==> src/rtl/isp_rd_sched_pkg.sv <==
// Shared types and sizing for the ISP frame read scheduler.
package isp_rd_sched_pkg;

  typedef enum logic [2:0] {
    ST_IDLE = 3'd0,
    ST_LOAD = 3'd1,
    ST_RUN  = 3'd2,
    ST_DONE = 3'd3,
    ST_GAP  = 3'd4,
    ST_ERR  = 3'd5
  } sched_state_e;

  // Bits needed to hold 'value'; never returns less than 1.
  function automatic int clogb2(input int value);
    int r;
    r = 0;
    for (int v = value; v > 0; v = v >> 1) r = r + 1;
    return (r < 1) ? 1 : r;
  endfunction

  localparam int C_NUM_BUF_MAX = 4;
  localparam int C_BUF_IDX_W   = clogb2(C_NUM_BUF_MAX - 1);

endpackage

==> src/rtl/isp_rd_watchdog.sv <==
// Idle-cycle watchdog: counts enabled cycles since the last clear and flags
// expiry on the cycle the count reaches limit-1 without a clear.
module isp_rd_watchdog #(
  parameter int C_CNT_WIDTH = 32
) (
  input  logic                   i_clk,
  input  logic                   i_srst,
  input  logic                   i_en,
  input  logic                   i_clr,
  input  logic [C_CNT_WIDTH-1:0] i_limit,
  output logic                   o_expire
);

  localparam logic [C_CNT_WIDTH-1:0] C_ONE = 1;

  logic [C_CNT_WIDTH-1:0] r_cnt;

  always_ff @(posedge i_clk) begin
    if (i_srst || i_clr) begin
      r_cnt <= '0;
    end else if (i_en) begin
      r_cnt <= r_cnt + C_ONE;
    end
  end

  // A zero limit disables the watchdog entirely.
  assign o_expire = i_en && !i_clr && (i_limit != '0) && (r_cnt == i_limit - C_ONE);

endmodule

==> src/rtl/isp_frame_rd_sched.sv <==
// Frame-level scheduler for the ISP AXI4 burst read engine: walks a ring of
// frame buffers, tracks AR/R completion, and reports timeout/overrun/config errors.
module isp_frame_rd_sched
  import isp_rd_sched_pkg::*;
#(
  parameter int C_ADDR_WIDTH = 32,
  parameter int C_START_GAP  = 3
) (
  input  logic                                  M_AXI_ACLK,
  input  logic                                  M_AXI_ARESET,
  input  logic                                  CFG_ENABLE,
  input  logic                                  CFG_ONESHOT,
  input  logic [C_BUF_IDX_W-1:0]                CFG_NUM_BUF,
  input  logic [C_NUM_BUF_MAX*C_ADDR_WIDTH-1:0] CFG_BASE_ADDRS,
  input  logic [31:0]                           CFG_BURSTS,
  input  logic [31:0]                           CFG_TIMEOUT,
  input  logic                                  ABORT,
  input  logic                                  CLR_ERR,
  input  logic                                  AR_HS,
  input  logic                                  R_HS,
  input  logic                                  R_LAST_HS,
  output logic                                  READ_START,
  output logic [31:0]                           BURST_ONE_FRAME_TOTAL,
  output logic [C_ADDR_WIDTH-1:0]               FRAME_BASE_ADDR,
  output logic [C_BUF_IDX_W-1:0]                BUF_IDX,
  output logic [31:0]                           FRAME_CNT,
  output logic                                  BUSY,
  output logic                                  FRAME_DONE,
  output logic                                  ERR_TIMEOUT,
  output logic                                  ERR_OVERRUN,
  output logic                                  ERR_CFG
);

  localparam logic [31:0]            C_ONE32   = 32'd1;
  localparam logic [31:0]            C_GAP_END = 32'(C_START_GAP - 1);
  localparam logic [C_BUF_IDX_W-1:0] C_IDX_ONE = 1;

  sched_state_e r_state, w_state_next;

  logic                    r_read_start, r_busy, r_frame_done, r_oneshot_pend;
  logic                    r_err_timeout, r_err_overrun, r_err_cfg;
  logic [31:0]             r_total, r_timeout, r_ar_cnt, r_rlast_cnt, r_gap_cnt, r_frame_cnt;
  logic [C_ADDR_WIDTH-1:0] r_base;
  logic [C_BUF_IDX_W-1:0]  r_buf_idx, r_num_buf;

  logic w_start, w_complete, w_overrun, w_timeout, w_cfg_err, w_wdog_expire;
  logic [C_ADDR_WIDTH-1:0] w_base [C_NUM_BUF_MAX];

  for (genvar gi = 0; gi < C_NUM_BUF_MAX; gi++) begin : g_base
    assign w_base[gi] = CFG_BASE_ADDRS[gi*C_ADDR_WIDTH +: C_ADDR_WIDTH];
  end

  assign w_start    = CFG_ENABLE || CFG_ONESHOT || r_oneshot_pend;
  assign w_complete = R_LAST_HS && (r_rlast_cnt == r_total - C_ONE32);
  assign w_overrun  = (r_state == ST_RUN) && AR_HS && (r_ar_cnt >= r_total);

  isp_rd_watchdog #(.C_CNT_WIDTH(32)) u_wdog (
    .i_clk    (M_AXI_ACLK),
    .i_srst   (M_AXI_ARESET),
    .i_en     (r_state == ST_RUN),
    .i_clr    ((r_state == ST_LOAD) || AR_HS || R_HS),
    .i_limit  (r_timeout),
    .o_expire (w_wdog_expire)
  );

  always_comb begin
    w_state_next = r_state;
    w_cfg_err    = 1'b0;
    w_timeout    = 1'b0;
    case (r_state)
      ST_IDLE: begin
        if (w_start) begin
          if (CFG_BURSTS == '0) w_cfg_err = 1'b1;
          else                  w_state_next = ST_LOAD;
        end
      end
      ST_LOAD: w_state_next = ST_RUN;
      ST_RUN: begin
        if (ABORT) begin
          w_state_next = ST_GAP;
        end else if (w_complete) begin
          w_state_next = ST_DONE;
        end else if (w_wdog_expire) begin
          w_timeout    = 1'b1;
          w_state_next = ST_ERR;
        end
      end
      ST_DONE: w_state_next = ST_GAP;
      ST_GAP:  if (r_gap_cnt == C_GAP_END) w_state_next = ST_IDLE;
      ST_ERR:  if (CLR_ERR) w_state_next = ST_GAP;
      default: w_state_next = ST_IDLE;
    endcase
  end

  always_ff @(posedge M_AXI_ACLK) begin
    if (M_AXI_ARESET) begin
      r_state        <= ST_IDLE;
      r_read_start   <= 1'b0;
      r_busy         <= 1'b0;
      r_frame_done   <= 1'b0;
      r_oneshot_pend <= 1'b0;
      r_err_timeout  <= 1'b0;
      r_err_overrun  <= 1'b0;
      r_err_cfg      <= 1'b0;
      r_total        <= '0;
      r_timeout      <= '0;
      r_ar_cnt       <= '0;
      r_rlast_cnt    <= '0;
      r_gap_cnt      <= '0;
      r_frame_cnt    <= '0;
      r_base         <= '0;
      r_buf_idx      <= '0;
      r_num_buf      <= '0;
    end else begin
      r_state      <= w_state_next;
      r_read_start <= (w_state_next == ST_RUN);
      r_busy       <= (w_state_next != ST_IDLE);
      r_frame_done <= (w_state_next == ST_DONE);

      // A oneshot pulse seen outside IDLE waits here until the next start.
      if ((r_state == ST_IDLE) && w_start) r_oneshot_pend <= 1'b0;
      else if (CFG_ONESHOT)                r_oneshot_pend <= 1'b1;

      if (r_state == ST_LOAD) begin
        r_total     <= CFG_BURSTS;
        r_timeout   <= CFG_TIMEOUT;
        r_num_buf   <= CFG_NUM_BUF;
        r_base      <= w_base[r_buf_idx];
        r_ar_cnt    <= '0;
        r_rlast_cnt <= '0;
      end else if (r_state == ST_RUN) begin
        if (AR_HS)     r_ar_cnt    <= r_ar_cnt + C_ONE32;
        if (R_LAST_HS) r_rlast_cnt <= r_rlast_cnt + C_ONE32;
      end

      // '>=' also covers a ring that shrank below the current index.
      if (r_state == ST_DONE) begin
        r_frame_cnt <= r_frame_cnt + C_ONE32;
        r_buf_idx   <= (r_buf_idx >= r_num_buf) ? '0 : r_buf_idx + C_IDX_ONE;
      end

      r_gap_cnt <= (r_state == ST_GAP) ? r_gap_cnt + C_ONE32 : '0;

      r_err_timeout <= (r_err_timeout && !CLR_ERR) || w_timeout;
      r_err_overrun <= (r_err_overrun && !CLR_ERR) || w_overrun;
      r_err_cfg     <= (r_err_cfg     && !CLR_ERR) || w_cfg_err;
    end
  end

  assign READ_START            = r_read_start;
  assign BURST_ONE_FRAME_TOTAL = r_total;
  assign FRAME_BASE_ADDR       = r_base;
  assign BUF_IDX               = r_buf_idx;
  assign FRAME_CNT             = r_frame_cnt;
  assign BUSY                  = r_busy;
  assign FRAME_DONE            = r_frame_done;
  assign ERR_TIMEOUT           = r_err_timeout;
  assign ERR_OVERRUN           = r_err_overrun;
  assign ERR_CFG               = r_err_cfg;

endmodule

==> config.mk <==
export PLATFORM = sky130hd
export DESIGN_NAME = isp_frame_rd_sched
export DESIGN_NICKNAME = d
export VERILOG_FILES = /design/src/rtl/isp_rd_sched_pkg.sv /design/src/rtl/isp_rd_watchdog.sv /design/src/rtl/isp_frame_rd_sched.sv
export SDC_FILE = /design/constraint.sdc
export NUM_CORES = 1
export LEC_CHECK = 0
export CAP_MARGIN = 30
export CORE_ASPECT_RATIO = 1.2
export CORE_MARGIN = 3
export CORE_UTILIZATION = 47
export DETAILED_ROUTE_END_ITERATION = 10
export PLACE_DENSITY = 0.77
export SLEW_MARGIN = 20
export SYNTH_ARGS = -nofsm -noshare
export SYNTH_HDL_FRONTEND = slang
export SYNTH_HIERARCHICAL = 1
export SYNTH_SLANG_ARGS = --single-unit
==> constraint.sdc <==
create_clock -name M_AXI_ACLK -period 3.5 [get_ports M_AXI_ACLK]
set_input_delay 0.7 -clock M_AXI_ACLK [delete_from_list [all_inputs] [get_ports M_AXI_ACLK]]
set_output_delay 0.7 -clock M_AXI_ACLK [all_outputs]
set_load 0.02 [all_outputs]
==> results.toml, run 1 <==
[run_status]
status = "finished clean"

[sta]
clock_skew_ps = 27.8
final_max_slew_viol_count = 0
fin_crit_sh_pct = 96.7
fin_crit_ps = 3390
max_freq_mhz = 295
maxSlewHeadroom_pct = 36.7
finalHoldViolCount = 0
worst_slew_pin_slew_ps = 949
setup_viol = 0

[cts]
cts_sinks = 270
cts-root-buf = "clkbuf_16"
cts_buffers = 29
clk_latency_ps = 570
clkTransAtPathRegs_ps = 70
hold_buffers = 0
htree_levels = 1
cts_tree = "yes"
cts.path.max_buffers = 3

[setup_path]
critPathMaxFanout = 7
worstPathArrival_ps = 3820
start_kind = "flop"
cp-end-kind = "flop"
critPathKind = "flop to flop"
required_ps = 3930

[die]
initial_core_util_pct = 48.1
die_area_um2 = 33500
std_cell_rows = 70
die_x_um = 168
io_pins = 307
die_h_um = 200
core_um2 = 30700

[route]
ant_nets = 0
drt_iter0_markers = 820
drc = 0
drt-total-wl_um = 46800
top_layer_used = "met5"
met3WireLength_um = 3620
dr_wl_met2_um = 23000
viasPerCell = 5.58
wl_met1_um = 18400
vias = 14200
avgRoutedWirePerCell_um = 18.4
first_pass_iters = 5

[placement]
dpl_cell_area_um2 = 18500
gp_congestion = 0.939
io_buffers = 306
dpl.hpwl_um = 35800

[power]
p_comb_share_pct = 22.6
p_sw_share_pct = 28.8
p_total_w = 0.00836
p_int_w = 0.00596
pwr-share-clk_pct = 38.2
power_density_nw_per_um2 = 425
cellLeakagePower_nw = 7.07
power_frac_seq_pct = 39.2
vdd_drop_max_v = 0.000355
power.switching_w = 0.00240

[yosys]
synth_top_cells_by_count = "nand2_1 (289), dfxtp_1 (270), nor2_1 (203), a21oi_1 (140), xor2_1 (125)"
async_reset_ff_share_pct = 0
synth_nets = 2041
syn_avg_cell_area_um2 = 8.21
synthFlopType = "dfxtp_1"
syn_inst = 1796
ys_seq_elements = 270
synthTopCellsByArea = "dfxtp_1 (37%), xor2_1 (7.4%), nand2_1 (7.4%)"
synth_top_cell_by_area = "dfxtp_1"
synth_most_common_cell = "nand2_1"
yosysWarnings = 6
syn_area_um2 = 14700
synthDistinctLibCells = 70
synth_edf_count = 0
yosysSeqAreaShare_pct = 36.7
synth_top_area_share_pct = 36.7

[min_path]
min_path_type = "flop to flop"

[global_route]
antenna_found_initial = 2
grtUsageTotal_pct = 26.7
grt_pass1_wl_um = 72700
grt_max_degree = 88
grt_overflow = 0
grt_pass1_vias = 13900

[cells_and_area]
area_delta_synth_final_pct = 33.6
fin_area_um2 = 19700
final_layout_size_suffix_gt1_share_pct = 9.67
finalNetCount = 2363

[run]
max-cap-violations = 0
==> what timing repair did <==
item	4_1_cts	5_1_grt
resized for setup	0	38
buffers inserted	0	7
endpoints found under the setup margin	0	5
==> area by class of cell <==
| cell class | instances | area, µm² |
|---|---|---|
| Fill cell | 2648 | 11000 |
| Tap cell | 396 | 495 |
| Inverter | 54 | 208 |
| Sequential cell | 270 | 5420 |
| Clock inverter | 13 | 155 |
| Antenna cell | 1 | 2.50 |
| Clock buffer | 41 | 851 |
| Multi-Input combinational cell | 1383 | 8940 |
| Timing Repair Buffer | 380 | 3630 |
==> path summary, 6_finish.rpt <==
| kind | slack [ps] | to | start | cells after the start |
|---|---|---|---|---|
| worst max register to register | 110 | READ_START | BURST_ONE_FRAME_TOTAL[14] | 10 |
| worst min register to register | 450 | r_num_buf[1] | r_num_buf[1] | 2 |
| worst min-delay path | 450 | r_num_buf[1] | r_num_buf[1] | 2 |
| worst max-delay path | 110 | READ_START | BURST_ONE_FRAME_TOTAL[14] | 10 |
==> logic make-up (layout without fill, tap and decap cells) <==
| kind of cell | count (synthesis) | in the layout | share of synthesized area [%] |
|---|---|---|---|
| AND/OR/NAND/NOR | 855 | 855 | 28.5 |
| flip-flops | 270 | 270 | 36.7 |
| AO/OA/AOI/OAI | 230 | 230 | 9.14 |
| XOR/XNOR | 216 | 216 | 12.8 |
| buffers and inverters | 143 | 488 | 3.80 |
| adder cells (fa/ha/maj) | 42 | 42 | 3.57 |
| multiplexers | 40 | 40 | 5.45 |
| other | 0 | 1 | 0 |
==> power by group through the flow <==
stage                     combinational [W]  clock, W  sequential [W]
after global placement              0.00177         0         0.00334
after detailed placement            0.00179         0         0.00334
final                               0.00189   0.00320         0.00328
after CTS                           0.00180   0.00327         0.00327
after global routing                0.00204   0.00338         0.00329
after floorplan                    0.000967         0         0.00340
==> metal layers <==
layer / vias to the layer above / GRT usage, %
li1: 6892 / -
met1: 6633 / 31.5
met2: 534 / 48.1
met3: 92 / 5.48
met4: 2 / 10.0
met5: - / 0
==> critical path, cell delays in order, from the launching register on <==
cell and delay [ps]:
dfxtp_1 310, or4_1 710, nor3_1 390, nand4_1 210, a2111oi_0 440, o21ai_1 180
nor4_1 400, buf_4 190, a41o_1 210, a311oi_2 60, and2_1 160
==> stage by stage <==
| stage | setup WS (ps) | util (%) | TNS (ps) | hold slack [ps] | std cells |
|---|---|---|---|---|---|
| floorplan | 81.7 | - | 0 | 433 | 1796 |
| global placement | -416 | 60.2 | -2080 | 443 | 2475 |
| detailed placement | -489 | 60.2 | -2580 | 447 | 2475 |
| CTS | 35.1 | 63.5 | 0 | 455 | 2529 |
| global route | -10.8 | 64.3 | -10.8 | 472 | 2538 |
| finish | 115 | 64.3 | 0 | 454 | 2538 |
==> flip-flops by register name, summed over array words and instances (netlist names) <==
signal / count
BUF_IDX: 2
BURST_ONE_FRAME_TOTAL: 32
BUSY: 1
ERR_CFG: 1
ERR_OVERRUN: 1
ERR_TIMEOUT: 1
FRAME_BASE_ADDR: 32
FRAME_CNT: 32
FRAME_DONE: 1
READ_START: 1
r_ar_cnt: 32
r_gap_cnt: 32
r_num_buf: 2
r_oneshot_pend: 1
r_rlast_cnt: 32
r_state: 3
r_timeout: 32
u_wdog/r_cnt: 32
==> cells in the final DEF (no fill, tap or decap), types with 8 or more instances in the layout <==
cell type,n
nand4_1,57
clkdlybuf4s50_1,304
o21ai_0,30
nand3_1,73
and4_1,16
and3_1,29
nand2_1,288
xnor2_1,91
nor3_1,39
a21oi_1,139
mux4_2,32
ha_1,41
nor2b_1,8
clkbuf_16,29
nor2_1,201
or3_1,29
inv_1,52
and2_1,14
a21o_1,8
clkbuf_8,8
buf_4,74
xor2_1,125
nor4_1,30
dfxtp_1,265
No activity file was read; power rests on OpenSTA's default activity.
==> inputs of run 2 (changes only) <==
- REMOVE_ABC_BUFFERS: unset -> 1
==> run 2 against run 1 <==
  * Largest cell class unchanged
  * Combinational power about the same
  * Non-clock buffer count increased by 7
  * Die area is the same
  * Sequential power is essentially flat
  * Cell area down 0.13%
  * Via count increased by 0.35%
  * Cell count up 0.16%
  * Clock power down 5%
  * Clock skew down 21 ps
  * Sequential share of layout area barely moved
  * Fmax rose by 0.63%
==> results.toml, run 2 (same netlist as run 1, synthesis figures left out) <==
[sta]
fin_crit_sh_pct = 96.1
clock_skew_ps = 6.67
final_max_slew_viol_count = 0
maxSlewHeadroom_pct = 48.7
setup_viol = 0
fin_crit_ps = 3360
finalHoldViolCount = 0
max_freq_mhz = 297
setup_tns_ps = 0
worst_slew_pin_slew_ps = 769
rsz0062_at_grt = "true"

[placement]
dpl.hpwl_um = 33400
io_buffers = 306
gp_congestion = 0.920
dpl_cell_area_um2 = 18600

[route]
avgRoutedWirePerCell_um = 17.5
drt_iter0_markers = 919
drc = 0
ant_nets = 0
vias = 14200
viasPerCell = 5.59
drt-total-wl_um = 44400
first_pass_iters = 5

[global_route]
grt_max_degree = 100
grt_pass1_wl_um = 70800
antenna_found_initial = 1
grt_overflow = 0
grt_pass1_vias = 13800
grtUsageTotal_pct = 25.4

[die]
io_pins = 307
die_h_um = 200
std_cell_rows = 70
core_um2 = 30700
die_x_um = 168
initial_core_util_pct = 48.1
die_area_um2 = 33500

[cts]
hold_buffers = 0
cts_buffers = 30
cts_tree = "yes"
clk_latency_ps = 560
htree_levels = 1
cts-root-buf = "clkbuf_16"
clkTransAtPathRegs_ps = 60
cts_sinks = 270
cts.path.max_buffers = 3

[cells_and_area]
n_antenna_cell = 0
fin_area_um2 = 19700
final_layout_size_suffix_gt1_share_pct = 9.27
finalNetCount = 2371
final_common_cell = "clkdlybuf4s50_1"
area_delta_synth_final_pct = 33.5
final_cell_mix = "clkdlybuf4s50_1 (305), nand2_1 (288), dfxtp_1 (267), nor2_1 (201), a21oi_1 (139)"
final_core_util_pct = 64.2

[power]
power_density_nw_per_um2 = 416
vdd_drop_max_v = 0.000395
cellLeakagePower_nw = 7.07

[setup_path]
critPathMaxFanout = 7
start_kind = "flop"
cp-end-kind = "flop"
critPathKind = "flop to flop"
worstPathArrival_ps = 3810
critPathMostFrequentCell = "buf_4"
worstPathCellList = "buf_4 > or4_1 > nor4_4 > nand4_1 > a2111oi_2 > o21ai_0 > nor4_1 > buf_4 > a41o_1 > a311oi_2 > and2_1"
required_ps = 3950
crit_path_top_delay_cell = "or4_1"
cp_slowest_stage_delay_ps = 660

[run]
max-cap-violations = 0

[run_status]
status = "finished clean"

[min_path]
min_path_type = "flop to flop"
-- run 2: metal layers --
| layer | track usage [%] | vias up | routed length, µm |
|---|---|---|---|
| met1 | 32.6 | 6754 | 18800 |
| met5 | 0 | - | 7 |
| met3 | 4.39 | 101 | 2790 |
| met4 | 7.61 | 2 | 1330 |
| met2 | 44.3 | 468 | 21400 |
| li1 | - | 6878 | - |
-- run 2: layout make-up --
| type | instances | area [µm²] |
|---|---|---|
| tap | 396 | 495 |
| timing repair buffer | 387 | 3730 |
| clock inverter | 5 | 53.8 |
| inverter | 54 | 203 |
| sequential | 270 | 5410 |
| fill | 2584 | 11000 |
| multi-input combinational | 1383 | 8880 |
| clock buffer | 47 | 896 |
-- run 2: report_power, final --
part           switching, W  total, W  internal, W
registers          0.000100   0.00327      0.00317
clock network       0.00124   0.00305      0.00181
logic              0.000983   0.00186     0.000876
-- run 2: repair_timing --
| action | 4_1_cts | 5_1_grt |
|---|---|---|
| cloned | 0 | 0 |
| endpoints found under the setup margin | 4 | 7 |
| pin swaps | 1 | 10 |
| resized for setup | 1 | 19 |
| setup buffers | 0 | 1 |
-- run 2: worst paths after layout --
path                            cells past startpoint                      from  slack (ps)                  end
worst max-delay path                               11  BURST_ONE_FRAME_TOTAL[0]         140           READ_START
worst min register to register                      2       FRAME_BASE_ADDR[31]         450  FRAME_BASE_ADDR[31]
worst min-delay path                                2       FRAME_BASE_ADDR[31]         450  FRAME_BASE_ADDR[31]
worst max register to register                     11  BURST_ONE_FRAME_TOTAL[0]         140           READ_START
-- run 2: stage by stage --
| step | worst slack, ps | power, W | std cells | hold WS (ps) |
|---|---|---|---|---|
| 6_report | 136 | 0.00818 | 2542 | 453 |
| 5_1_grt | -42.9 | 0.00853 | 2542 | 476 |
| 4_1_cts | 47.1 | 0.00819 | 2539 | 455 |
| 3_5_place_dp | -719 | 0.00512 | 2487 | 446 |
| 3_3_place_gp | -543 | 0.00508 | 2486 | 441 |
| 2_1_floorplan | -980 | 0.00430 | 1707 | 430 |
-- run 2: worst max-delay path: cells and delay by family, from the launching register on --
family          cells  cell delay [ps]
flops               1              310
compound gates      4              890
buf+inv             2              340
simple gates        5             1730
==> inputs of run 3 (changes only) <==
- CORE_UTILIZATION: 47 -> 48
- CTS_BUF_LIST: unset -> sky130_fd_sc_hd__clkbuf_8
- PLACE_DENSITY: 0.77 -> 0.79
==> run 3 against run 2 <==
  * Wire length up 1.1%
  * First-iteration DRC count increased by 13%
  * Sequential share of layout area about the same
  * Register-to-register slack worse by 60 ps
==> results.toml, run 3 (same netlist as run 1, synthesis figures left out) <==
[run_status]
status = "finished clean"

[sta]
worst_slew_pin_slew_ps = 728
setup_viol = 0
clock_skew_ps = 23.6
finalHoldViolCount = 0
worst_hold_slack_ps = 453
max_freq_mhz = 291
maxSlewHeadroom_pct = 50.2
final_max_slew_viol_count = 0
fin_crit_ps = 3440
fin_crit_sh_pct = 98.2

[cells_and_area]
fin_area_um2 = 19700
final_common_cell = "clkdlybuf4s50_1"
final_layout_size_suffix_gt1_share_pct = 10.4
finalNetCount = 2389
finalNonFillerCells = 2567
final_cell_mix = "clkdlybuf4s50_1 (305), nand2_1 (288), dfxtp_1 (269), nor2_1 (201), a21oi_1 (140)"
n_antenna_cell = 0
fillers = 2469
area_delta_synth_final_pct = 33.4

[setup_path]
start_kind = "input port"
cp-end-kind = "flop"
critPathMaxFanout = 3
critPathKind = "input port to flop"
required_ps = 3960
worstPathArrival_ps = 3900

[route]
avgRoutedWirePerCell_um = 17.5
drt_iter0_markers = 1040
ant_nets = 0
first_pass_iters = 7
viasPerCell = 5.62
drc = 0
drt-total-wl_um = 44900
vias = 14400

[cts]
hold_buffers = 0
cts.path.max_buffers = 3
htree_levels = 2
clkTransAtPathRegs_ps = 60
cts_sinks = 270
cts-root-buf = "clkbuf_8"
cts_tree = "yes"
clk_latency_ps = 570
cts_buffers = 46

[power]
power_density_nw_per_um2 = 409
vdd_drop_max_v = 0.000281
cellLeakagePower_nw = 7.14

[die]
die_h_um = 198
std_cell_rows = 69
die_area_um2 = 32900
die_x_um = 166
initial_core_util_pct = 49.2
core_um2 = 30000
io_pins = 307

[placement]
place_inst = 2478
gp_congestion = 0.933
io_buffers = 306
dpl.hpwl_um = 33700
dpl_cell_area_um2 = 18500

[global_route]
grtUsageTotal_pct = 26.1
grt_max_degree = 100
grt_overflow = 0
grt_pass1_vias = 14100
grt_pass1_wl_um = 71300
antenna_found_initial = 3

[run]
max-cap-violations = 0

[min_path]
min_path_type = "flop to flop"
run 3: changes by cell type in the layout (fill, tap and decap cells not counted), moves of 4 or more:
cell / before / now
clkbuf_8: 6 / 59
clkbuf_1: 10 / 0
inv_1: 54 / 69
clkbuf_16: 31 / 0
buf_4: 77 / 81
run 3: worst paths after layout:
path	end	cells after the start	slack (ps)	startpoint
worst max-delay path	READ_START	14	60	AR_HS
worst min-delay path	FRAME_BASE_ADDR[0]	2	450	FRAME_BASE_ADDR[0]
worst max register to register	READ_START	10	80	BURST_ONE_FRAME_TOTAL[15]
worst min register to register	FRAME_BASE_ADDR[0]	2	450	FRAME_BASE_ADDR[0]
run 3: final cells by class:
type / instances / area [µm²] / share of cell area [%]
clock buffer: 59 / 812 / 4.13
clock inverter: 22 / 119 / 0.605
inverter: 54 / 203 / 1.03
multi-input combinational: 1383 / 8900 / 45.3
sequential: 270 / 5410 / 27.5
tap: 390 / 488 / 2.48
timing repair buffer: 389 / 3720 / 18.9
run 3: timing repair:
action | 4_1_cts | 5_1_grt
buffers inserted | 1 | 6
setup endpoints to repair | 4 | 7
gates resized for setup | 2 | 20
pin swaps | 0 | 7
run 3: routing by layer:
layer / wire, µm / global-route usage (%) / vias up
met3: 2950 / 5.23 / 124
met4: 1530 / 9.00 / 6
li1: - / - / 6944
met1: 18800 / 32.7 / 6861
met2: 21600 / 45.1 / 487
met5: 43 / 0 / -
run 3: metrics by stage:
step	setup WS (ps)	total power, W	util, %	setup TNS [ps]
after floorplan	-980	0.00430	-	-22720
after global placement	-574	0.00507	61.8	-3130
after detailed placement	-663	0.00511	61.9	-3750
after CTS	4.19	0.00799	65.0	0
after global routing	-15.0	0.00839	65.6	-42.8
final	61.5	0.00803	65.6	0
run 3: worst max-delay path: stages:
cell	delay, ps
clkdlybuf4s50_1	450
or3_4	440
nor4b_4	230
o2111ai_1	140
or4_1	530
nor3_1	200
nand4_1	120
nor4_2	330
buf_4	190
a21oi_1	60
o21ai_0	100
a41o_1	160
a311oi_2	70
and2_1	190
run 3: power by group:
| part | switching [W] | total, W | internal (W) | leakage [nW] |
|---|---|---|---|---|
| clock | 0.00128 | 0.00286 | 0.00158 | 0.538 |
| sequential | 0.0000976 | 0.00327 | 0.00317 | 2.19 |
| combinational | 0.00100 | 0.00190 | 0.000901 | 4.41 |
